[src/rtl/asm_pkg.sv]
// Shared types and default geometry for the word assembler.
// Latency: n/a (package only).
// Backpressure: n/a.
package asm_pkg;

  // Default geometry: four byte beats per 32-bit word.
  localparam int DEF_WORD_W = 32;
  localparam int DEF_BYTE_W = 8;
  localparam int BEATS      = DEF_WORD_W / DEF_BYTE_W;
  localparam int CNT_W      = $clog2(BEATS);

  typedef enum logic [1:0] {
    IDLE    = 2'd0,
    COLLECT = 2'd1,
    DONE    = 2'd2
  } asm_state_t;

endpackage

[src/rtl/asm_ctrl.sv]
// Sequencing for the word assembler: FSM, beat counter, byte-lane write enables.
// Latency: out_load is combinational from the registered DONE state.
// Backpressure: in_ready drops outside COLLECT; out_hold parks the FSM in DONE.
//
// Ports: clk/rst (async active-low), clr (sync flush), in_valid, out_hold,
//        beat_bad (parity of the current byte, ASM_PARITY_EN only),
//        in_ready, out_load, lane_we (one-hot per accepted beat),
//        par_err (dropped-word pulse, ASM_PARITY_EN only).
// Optional feature macro: ASM_PARITY_EN.
module asm_ctrl
  import asm_pkg::*;
#(
  parameter int N_BEATS = BEATS
) (
  input  logic               clk,
  input  logic               rst,
  input  logic               clr,
  input  logic               in_valid,
  input  logic               out_hold,
`ifdef ASM_PARITY_EN
  input  logic               beat_bad,
  output logic               par_err,
`endif
  output logic               in_ready,
  output logic               out_load,
  output logic [N_BEATS-1:0] lane_we
);

  localparam int CW = (N_BEATS > 1) ? $clog2(N_BEATS) : 1;

  asm_state_t    state_q, state_d;
  logic [CW-1:0] cnt_q, cnt_d;
  logic          accept;
  logic          release_word;

`ifdef ASM_PARITY_EN
  logic flag_q, flag_d;
`endif

  // clr wins over everything except reset, so both handshakes are masked by it.
  assign in_ready     = (state_q == COLLECT) && !clr;
  assign accept       = in_valid && in_ready;
  assign release_word = (state_q == DONE) && !out_hold && !clr;
  assign lane_we      = accept ? (N_BEATS'(1) << cnt_q) : '0;

`ifdef ASM_PARITY_EN
  // A corrupted word leaves DONE through par_err instead of out_load.
  assign out_load = release_word && !flag_q;
  assign par_err  = release_word && flag_q;
`else
  assign out_load = release_word;
`endif

  always_comb begin
    state_d = state_q;
    cnt_d   = cnt_q;
`ifdef ASM_PARITY_EN
    flag_d  = flag_q;
`endif
    if (clr) begin
      state_d = COLLECT;
      cnt_d   = '0;
`ifdef ASM_PARITY_EN
      flag_d  = 1'b0;
`endif
    end else begin
      case (state_q)
        IDLE: state_d = COLLECT;
        COLLECT: begin
          if (accept) begin
`ifdef ASM_PARITY_EN
            flag_d = flag_q | beat_bad;
`endif
            if (cnt_q == CW'(N_BEATS - 1)) begin
              cnt_d   = '0;
              state_d = DONE;
            end else begin
              cnt_d = cnt_q + CW'(1);
            end
          end
        end
        DONE: begin
          if (!out_hold) begin
            state_d = COLLECT;
`ifdef ASM_PARITY_EN
            flag_d  = 1'b0;
`endif
          end
        end
        default: state_d = IDLE;
      endcase
    end
  end

  always_ff @(posedge clk or negedge rst) begin
    if (!rst) begin
      state_q <= IDLE;
      cnt_q   <= '0;
`ifdef ASM_PARITY_EN
      flag_q  <= 1'b0;
`endif
    end else begin
      state_q <= state_d;
      cnt_q   <= cnt_d;
`ifdef ASM_PARITY_EN
      flag_q  <= flag_d;
`endif
    end
  end

endmodule

[src/rtl/word_assembler.sv]
// Packs BEATS little-endian bytes from a ready/valid source into one word with a load strobe.
// Latency: out_load rises the cycle after the last beat is accepted (when out_hold=0).
// Backpressure: in_ready=0 outside COLLECT; out_hold stalls the load and freezes out_data.
//
// Ports: clk, rst (async active-low), clr (sync flush of partial/pending word),
//        in_valid/in_byte/in_ready (byte source), out_hold (consumer stall),
//        out_data/out_load (word and one-cycle loadEnable),
//        in_par/par_err (even parity in, dropped-word pulse out; ASM_PARITY_EN only).
// Optional feature macro: ASM_PARITY_EN.
module word_assembler
  import asm_pkg::*;
#(
  parameter int WORD_W = DEF_WORD_W,
  parameter int BYTE_W = DEF_BYTE_W
) (
  input  logic              clk,
  input  logic              rst,
  input  logic              clr,
  input  logic              in_valid,
  input  logic [BYTE_W-1:0] in_byte,
  output logic              in_ready,
  input  logic              out_hold,
  output logic [WORD_W-1:0] out_data,
  output logic              out_load,
`ifdef ASM_PARITY_EN
  input  logic              in_par,
  output logic              par_err,
`endif
  output logic              unused_tie_lo
);

  localparam int N_BEATS = WORD_W / BYTE_W;

  logic [N_BEATS-1:0] lane_we;
  logic [WORD_W-1:0]  out_data_q, out_data_d;

  assign unused_tie_lo = 1'b0;

  asm_ctrl #(
    .N_BEATS (N_BEATS)
  ) u_ctrl (
    .clk      (clk),
    .rst      (rst),
    .clr      (clr),
    .in_valid (in_valid),
    .out_hold (out_hold),
`ifdef ASM_PARITY_EN
    .beat_bad (^{in_byte, in_par}),
    .par_err  (par_err),
`endif
    .in_ready (in_ready),
    .out_load (out_load),
    .lane_we  (lane_we)
  );

  // Lanes are written in place, so out_data only changes once the next word's
  // beat 0 lands; clr deliberately leaves it alone.
  always_comb begin
    out_data_d = out_data_q;
    for (int k = 0; k < N_BEATS; k++) begin
      if (lane_we[k]) out_data_d[k*BYTE_W +: BYTE_W] = in_byte;
    end
  end

  always_ff @(posedge clk or negedge rst) begin
    if (!rst) out_data_q <= '0;
    else      out_data_q <= out_data_d;
  end

  assign out_data = out_data_q;

endmodule
[config.mk]
export PLATFORM = sky130hd
export DESIGN_NAME = word_assembler
export DESIGN_NICKNAME = d
export VERILOG_FILES = /design/src/rtl/asm_pkg.sv /design/src/rtl/asm_ctrl.sv /design/src/rtl/word_assembler.sv
export SDC_FILE = /design/constraint.sdc
export NUM_CORES = 1
export LEC_CHECK = 0
export ABC_AREA = 1
export CAP_MARGIN = 20
export CORE_ASPECT_RATIO = 0.9
export CORE_MARGIN = 1
export CORE_UTILIZATION = 41
export CTS_BUF_LIST = sky130_fd_sc_hd__clkbuf_4 sky130_fd_sc_hd__clkbuf_8 sky130_fd_sc_hd__clkbuf_16
export CTS_CLUSTER_SIZE = 8
export DETAILED_ROUTE_END_ITERATION = 8
export PLACE_DENSITY = 0.84
export SLEW_MARGIN = 10
export SYNTH_ARGS = -nofsm -noshare
export SYNTH_HDL_FRONTEND = slang
export SYNTH_SLANG_ARGS = --single-unit
export TNS_END_PERCENT = 50
[constraint.sdc]
create_clock -name clk -period 1.15 [get_ports clk]
set_input_delay 0.1725 -clock clk [delete_from_list [all_inputs] [get_ports clk]]
set_output_delay 0.1725 -clock clk [all_outputs]
set_load 0.005 [all_outputs]
* Yosys cells after proc, flatten, opt, wreduce, memory -nomap -nowiden
Index checks and enable logic that the tools add are counted.
** Operators by class
- $add $sub $neg :: 1
- Multipliers :: 0
- Divide/modulo/power cells :: 0
- $lt $le $gt $ge :: 0
- Equality and inequality tests :: 6
- Shift operators :: 1
- Mux-type cells :: 10
- Bitwise logic cells :: 0
- Reduce and logical (&&, ||, !) cells :: 11
** Operator list (number)
- two-way mux 2 bit :: 8
- != test 3 bit (second input constant) :: 2
- case mux 2 bit (3 select lines) :: 1
- == test 2 bit (second input constant) :: 2
- logical AND 1 bit :: 4
- two-way mux 4 bit :: 1
- nonzero test 2 bit :: 2
- << shifter 1 x 2 -> 4 bit (first input constant) :: 1
- != test 3 x 2 -> 1 bit (second input constant) :: 1
- AND reduction 3 bit :: 1
- adder 2 x 1 -> 2 bit (second input constant) :: 1
- == test 2 x 1 -> 1 bit (second input constant) :: 1
- zero test 1 bit :: 2
- zero test 2 bit :: 1
- AND reduction 2 bit :: 1
** Word-level totals
- Register bits :: 36
- Latch bits :: 0
- RAM bits :: 0
- ROM bits :: 0
- Input port bits :: 13
- Logic and storage cells :: 35
- Memories kept :: 0

* Depth between registers and ports, before layout
Gate-level depths: netlist of the first run.
- Word-level depth :: 6
- Depth in mapped cells :: 6
- Depth with buffers taken out :: 5

* Modules after synthesis
Synthesis of the first run repeated with hierarchy kept, for this count alone.
** Unflattened totals
- Cells, all modules :: 177
- Area total of the unflattened synthesis :: 1526.5 um^2
** Modules (own cells, without submodules)
- word_assembler :: instances 1, cells each 138, area an instance 1232.4 um^2, seq. area each 800.8 um^2
- asm_ctrl :: instances 1, cells each 39, area an instance 294.0 um^2, seq. area each 100.1 um^2

* Least setup slack after synthesis of the first run
OpenSTA, ideal clock, no wires.
- Kind :: register to register
- Start :: register u_ctrl.cnt_q[0]
- End :: register out_data_q[16] (netlist: out_data[16])
- Arrival time :: 1007 ps
- Slack :: 25 ps
- Stages on the path, launching flop included :: 7
- Buffers on the path :: 1
- Path through :: dfrtp_1 inv_1 ha_1 buf_4 nand3_2 nand2_1 nand2_1
** Between the ends
- Word-level cells in the longest chain between the ends :: 2
** Ends and longest elaborated chain
- start: declaration :: line asm_ctrl.sv:32 : logic [CW-1:0] cnt_q, cnt_d;
- start signal: assignment :: line asm_ctrl.sv:104 : cnt_q <= cnt_d;
- << shifter 1 x 2 -> 4 bit :: line asm_ctrl.sv:44 : assign lane_we = accept ? (N_BEATS'(1) << cnt_q) : '0;
- two-way mux 4 bit :: line asm_ctrl.sv:44
- end signal: assignment :: line word_assembler.sv:67 : else out_data_q <= out_data_d;
- end: declaration :: line word_assembler.sv:35 : logic [WORD_W-1:0] out_data_q, out_data_d;
No other way between the ends.
A chain may end at the register's enable or synchronous reset.

* Worst setup path in the final report of the first run
- Start :: register u_ctrl.state_q[0]
- End :: output out_load
** Between the ends
- Word-level cells in the longest chain between the ends :: 3
** Ends and longest elaborated chain
- start: declaration :: line asm_ctrl.sv:31 : asm_state_t state_q, state_d;
- start signal: assignment :: line asm_ctrl.sv:103 : state_q <= state_d;
- == test 2 bit :: line asm_ctrl.sv:43 : assign release_word = (state_q == DONE) && !out_hold && !clr;
- logical AND 1 bit (2 in series) :: line asm_ctrl.sv:43
- end: declaration :: line word_assembler.sv:24 : output logic out_load,
No other way between the ends.

==> metrics.txt, run 1 <==
commonest non-fill, non-tap cell in the layout=nand2_1; Reg-to-Reg End=u_ctrl.cnt_q[1]; Initial Utilization=0.429; CP Capture Type=primary output; Netlist cell types=18; vias=1,610; final wirelength=5.30 mm; CTS hold repair buffers=0; FF+latch count, synth=36; Synth area leaders=dfrtp_1, nand2_1, nand3_1; post-synthesis xor/xnor area fraction=0; initial antenna violation count=0; Fillers=248; Post-Route M1 WL=2.19 mm; largest net degree at the start of global routing=37; Ys Warns=0; ANT cells=0; mapped cell area=1600 um2; sequential share of the synthesized area=0.563; vias in the first global route=1,438; Static Leakage=0.00138 uW; GRT overflow=0; Final HPWL DP=2.70 mm; maximum VDD drop=0.000793 V; Syn Area/Cell=9.14 um2; CTS tree=done; Die W=67.8 um; later-pin clock latency in the skew report=0.30 ns; H-Tree Level Count=2; chip height=61.2 um; Simple-Gate Fraction of Synth Area=0.336; power density cells=1460 nW/um2; # rows=21; met2 WL=2.61 mm; Root Driver=clkbuf_8; DRC Markers=0; Top Layer Used=met4; Port Buf Inserts=46; clock buffer count from CTS=5; Pwr Total=4050 uW; first-pass GRT wire length=6.86 mm; Arr. time, crit path=1.21 ns; worst reg2reg setup slack=-0.21 ns; Crit Path Max Fanout=2; Worst Hold Class=input port to asynchronous set/reset pin; Ports=48; Final Wtd Congestion=0.793; pre-CTS setup slack=-0.621 ns; Post-DRT Antenna Nets=0; Yosys top cell area share=0.563; Synth Area in Compound Gates=0.00626; share of layout cells above drive strength 1=0.380; max-slew violation count=0; Post-Syn Nets=192; P&R area growth vs syn=73.5%; Synth Area in Adders=0.0313; clock transition at the registers of the reported paths=0.07 ns; Max Cap Viol=0; Setup Skew=0.00442 ns; CTS max path bufs=2; Max Clock Freq=722 MHz; crit start category=flip-flop; fin nets=275; register area=901 um2; Global Route Usage Sum=0.233; kind of critical path=flip-flop to primary output; metal3 WL=316 um; post-synthesis mux area share=0; Crit path required time=0.98 ns; hold slack=0.260 ns; status=finished with violations; reg2reg start=u_ctrl.state_q[1]; CTS Sinks=36; RSZ-0062 raised after global routing=true; final setup fails=38; Multi-input gate area=838 um2; DR vias/cell=5.30; DR pass1 iterations=4; final core utilization=0.743; largest area contributor in the netlist=dfrtp_1; failing checks=negative setup slack; Synth Instances=175; Final WS setup=-0.234 ns; Hold Vio Cnt, Final=0; Detailed Route Iter0 Violations=160; Die ar.=4150 um2; commonest cells after routing, fill and taps aside=nand2_1, dfrtp_1, buf_4; dominant combinational cell family by area after synthesis=simple AND/OR/NAND/NOR gates; reg2reg path depth=7; Final Cycle Share=1.20; Final Critical Period=1.38 ns; Core ar.=3730 um2; routed len/inst=17.4 um
[flip-flops by register name, indices dropped and copies added, names as in the netlist]
name / count
u_ctrl.state_q: 2
u_ctrl.cnt_q: 2
out_data: 32
[power breakdown]
part | internal [uW] | switching (uW)
registers | 1560 | 195
clock network | 533 | 452
logic | 743 | 565
total | 2840 | 1210
[layer usage]
| layer | track usage | vias to the layer above |
|---|---|---|
| li1 | - | 732 |
| met1 | 0.293 | 790 |
| met2 | 0.361 | 71 |
| met3 | 0.0741 | 17 |
| met4 | 0.125 | 0 |
| met5 | 0 | - |
[worst max-delay path by stage]
stage                       from            to  depth (start not counted)
5_1_grt        u_ctrl.state_q[0]      out_load                          3
3_5_place_dp                 clr      out_load                          3
6_report       u_ctrl.state_q[0]      out_load                          3
4_1_cts                      clr      out_load                          3
3_3_place_gp                 clr      out_load                          3
2_1_floorplan    u_ctrl.cnt_q[0]  out_data[16]                          6
[area by class of cell]
class | instances | area share
clock buffers | 7 | 0.0347
inverters | 7 | 0.0104
multi-input cells | 125 | 0.302
flip-flops and latches | 36 | 0.325
well taps | 46 | 0.0207
repair buffers | 83 | 0.307
[cells by family after synthesis]
logic type	Yosys count
AO/OA/AOI/OAI	2
adder cells (fa/ha/maj)	4
buffers and inverters	15
flip-flops	36
other	1
AND/OR/NAND/NOR	117
[cell usage after synthesis (all sizes together)]
library cell / number
nand2: 72
nand3: 38
dfrtp: 36
buf: 8
inv: 7
nor2: 5
ha: 4
a21oi: 1
conb: 1
nand4: 1
nor4: 1
o21ai: 1
[metrics by stage]
step	area [um2]	TNS (ns)	std cells
after floorplan	1600	0	175
after global placement	2180	-11.00	274
after detailed placement	2180	-12.72	274
after CTS	2380	-4.02	292
after global routing	2770	-6.82	304
final	2770	-5.60	304
[repair_timing]
action,CTS,global route
pin swaps,5,26
resized for setup,54,64
endpoints found under the setup margin,69,46
cloned,0,5
setup buffers,11,8
[critical path: stages (launching register included)]
cell     delay, ns
dfrtp_1       0.40
buf_4         0.15
nor4_4        0.17
buf_2         0.19
Note: power is estimated with default switching activity, not from simulation.
==> run 2, diff against run 1 <==
- CORE_MARGIN: 1 -> 3
- CTS_CLUSTER_SIZE: 8 -> 10
==> run 2 against run 1 <==
  * The flow still finishes with violations (negative setup slack)
  * Worst setup slack gained 0.082 ns
  * Clock skew grew 0.0025 ns
  * Non-clock buffer count shrank 2
  * Core utilization shrank 0.79 points
  * Largest power group unchanged
==> metrics.txt, run 2 (synthesis results as in run 1) <==
final core utilization=0.736 (-0.00790); largest net degree at the start of global routing=37 (unchanged); H-Tree Level Count=2 (unchanged); register area=901 um2 (unchanged); Global Route Usage Sum=0.220 (-0.0133); crit start category=flip-flop; met1 usage=0.271 (-0.0219); Hold Vio Cnt, Final=0 (unchanged); routed len/inst=16.5 um (-5.5%); Crit path required time=1.38 ns (+0.40 ns); GR peak layer=met2; DRC Markers=0 (unchanged); Worst Hold Class=input port to asynchronous set/reset pin; Initial Utilization=0.450 (+0.0214); kind of critical path=flip-flop to flip-flop; fin cells=301 (-0.99%); fin nets=273 (-0.73%); Final Wtd Congestion=0.793 (about the same); power density cells=1520 nW/um2 (+3.8%); Reg-to-Reg End=out_data[24]; Max Clock Freq=768 MHz (+6.3%); Multi-input gate area=759 um2 (-9.4%); Crit Path Max Fanout=5 (+3); Detailed Route Iter0 Violations=127 (-21%); later-pin clock latency in the skew report=0.29 ns (about the same); Arr. time, crit path=1.54 ns (+0.33 ns); Die W=71.8 um (+5.9%); worst setup path end=out_data[24]; Die ar.=4690 um2 (+13%); Crit. Startpoint=u_ctrl.state_q[0]; Critical Path Stages=8 (+5); first-pass GRT wire length=7.74 mm (+13%); ANT cells=0 (unchanged); Final HPWL DP=2.85 mm (+5.4%); commonest non-fill, non-tap cell in the layout=nand2_1; routing usage on met3=0.0535 (-0.0206); CP dominant cell by count=buf_6; max FFs per register=32 (unchanged); Static Leakage=0.00137 uW (-0.85%); worst reg2reg setup slack=-0.15 ns (+0.06 ns); grt met2 use=0.378 (+0.0178); reg2reg path depth=8 (+1); Root Driver=clkbuf_8; final setup fails=36 (-5.3%); initial antenna violation count=0 (unchanged); Max Cap Viol=0 (unchanged); RSZ-0062 raised after global routing=true; reg2reg start=u_ctrl.state_q[0]; DR pass1 iterations=4 (unchanged); commonest cells after routing, fill and taps aside=nand2_1, dfrtp_1, dlygate4sd2_1; placed insts=271 (-1.1%); Crit-path slowest cell=dfrtp_1; Pwr Total=3960 uW (-2.2%); Fillers=267 (+7.7%); maximum VDD drop=0.000869 V (+9.5%); status=finished with violations; Setup Skew=0.00696 ns (+0.00253 ns); Core ar.=3550 um2 (-4.8%); max incr delay on CP=0.39 ns (about the same); CP Capture Type=flip-flop; max-slew violation count=0 (unchanged); clock transition at the registers of the reported paths=0.07 ns (about the same); chip height=65.2 um (+6.5%); worst-path cell chain=buf_6, nand2_4, buf_6, nor2_4, buf_6, buf_12, nand3_2, nand2_1; crit-path leading delay family=buffers and inverters; Post-DRT Antenna Nets=0 (unchanged); vias=1,584 (-1.6%); # rows=20 (-4.8%); hold slack=0.254 ns (-0.00648 ns); final wirelength=4.96 mm (-6.4%); Ports=48 (unchanged); buffer and inverter count on the worst path=4 (+2); clock buffer count from CTS=5 (unchanged); share of layout cells above drive strength 1=0.304 (-0.0763); CTS Sinks=36 (unchanged); Final Cycle Share=1.13 (-0.0710); failing checks=negative setup slack; Port Buf Inserts=46 (unchanged); CTS tree=done; CTS max path bufs=2 (unchanged); DR vias/cell=5.26 (-0.63%); P&R area growth vs syn=63.5%; setup TNS=-3.97 ns (+1.63 ns); GRT overflow=0 (unchanged); vias in the first global route=1,556 (+8.2%); Final WS setup=-0.153 ns (+0.0817 ns); Final Critical Period=1.30 ns (-0.0817 ns)
[run 2: changes by cell type in the layout (fill, tap and decap cells not counted), moves of 4 or more]
cell	previous run	this run
clkdlybuf4s15_1	16	4
dlygate4sd2_1	16	28
nand2_2	18	7
nand3_1	16	20
nand2_1	52	64
[run 2: final cells by class]
cell class	instances	share of cell area
Clock buffer	8	0.0373
Timing Repair Buffer	81	0.296
Multi-Input combinational cell	125	0.291
Tap cell	44	0.0211
Sequential cell	36	0.345
Inverter	7	0.0101
[run 2: metal layers]
layer | share of wire | vias up
met1 | 0.40 | 768
met5 | 0 | -
li1 | - | 728
met3 | 0.073 | 12
met4 | 0.022 | 0
met2 | 0.51 | 76
[run 2: where the power goes]
| part | switching (uW) | leakage [uW] | total (uW) | internal (uW) |
|---|---|---|---|---|
| Clock | 451 | 0.0000523 | 987 | 536 |
| Combinational | 548 | 0.000859 | 1230 | 686 |
| Sequential | 177 | 0.000461 | 1740 | 1560 |
| Total | 1180 | 0.00137 | 3960 | 2780 |
[run 2: worst min-delay path by stage]
stage                              to  slack [ns]  cells past startpoint
detailed placement        out_data[8]        0.46                      2
global placement          out_data[1]        0.46                      2
finish              u_ctrl.state_q[1]        0.25                      2
CTS                      out_data[27]        0.27                      2
floorplan                 out_data[0]       -0.12                      0
global route             out_data[21]        0.27                      2
[run 2: metrics by stage]
| stage | cell area, um2 | worst slack (ns) |
|---|---|---|
| floorplan | 1600 | 0.0255 |
| global placement | 2170 | -0.461 |
| detailed placement | 2170 | -0.507 |
| CTS | 2540 | -0.162 |
| global route | 2610 | -0.219 |
| finish | 2610 | -0.153 |
[run 2: timing repair]
| action | CTS | global route |
|---|---|---|
| setup endpoints to repair | 69 | 41 |
| pin swaps | 23 | 13 |
| cloned | 3 | 1 |
| hold buffers | 0 | 0 |
| buffers inserted | 18 | 3 |
| gates resized for setup | 62 | 23 |
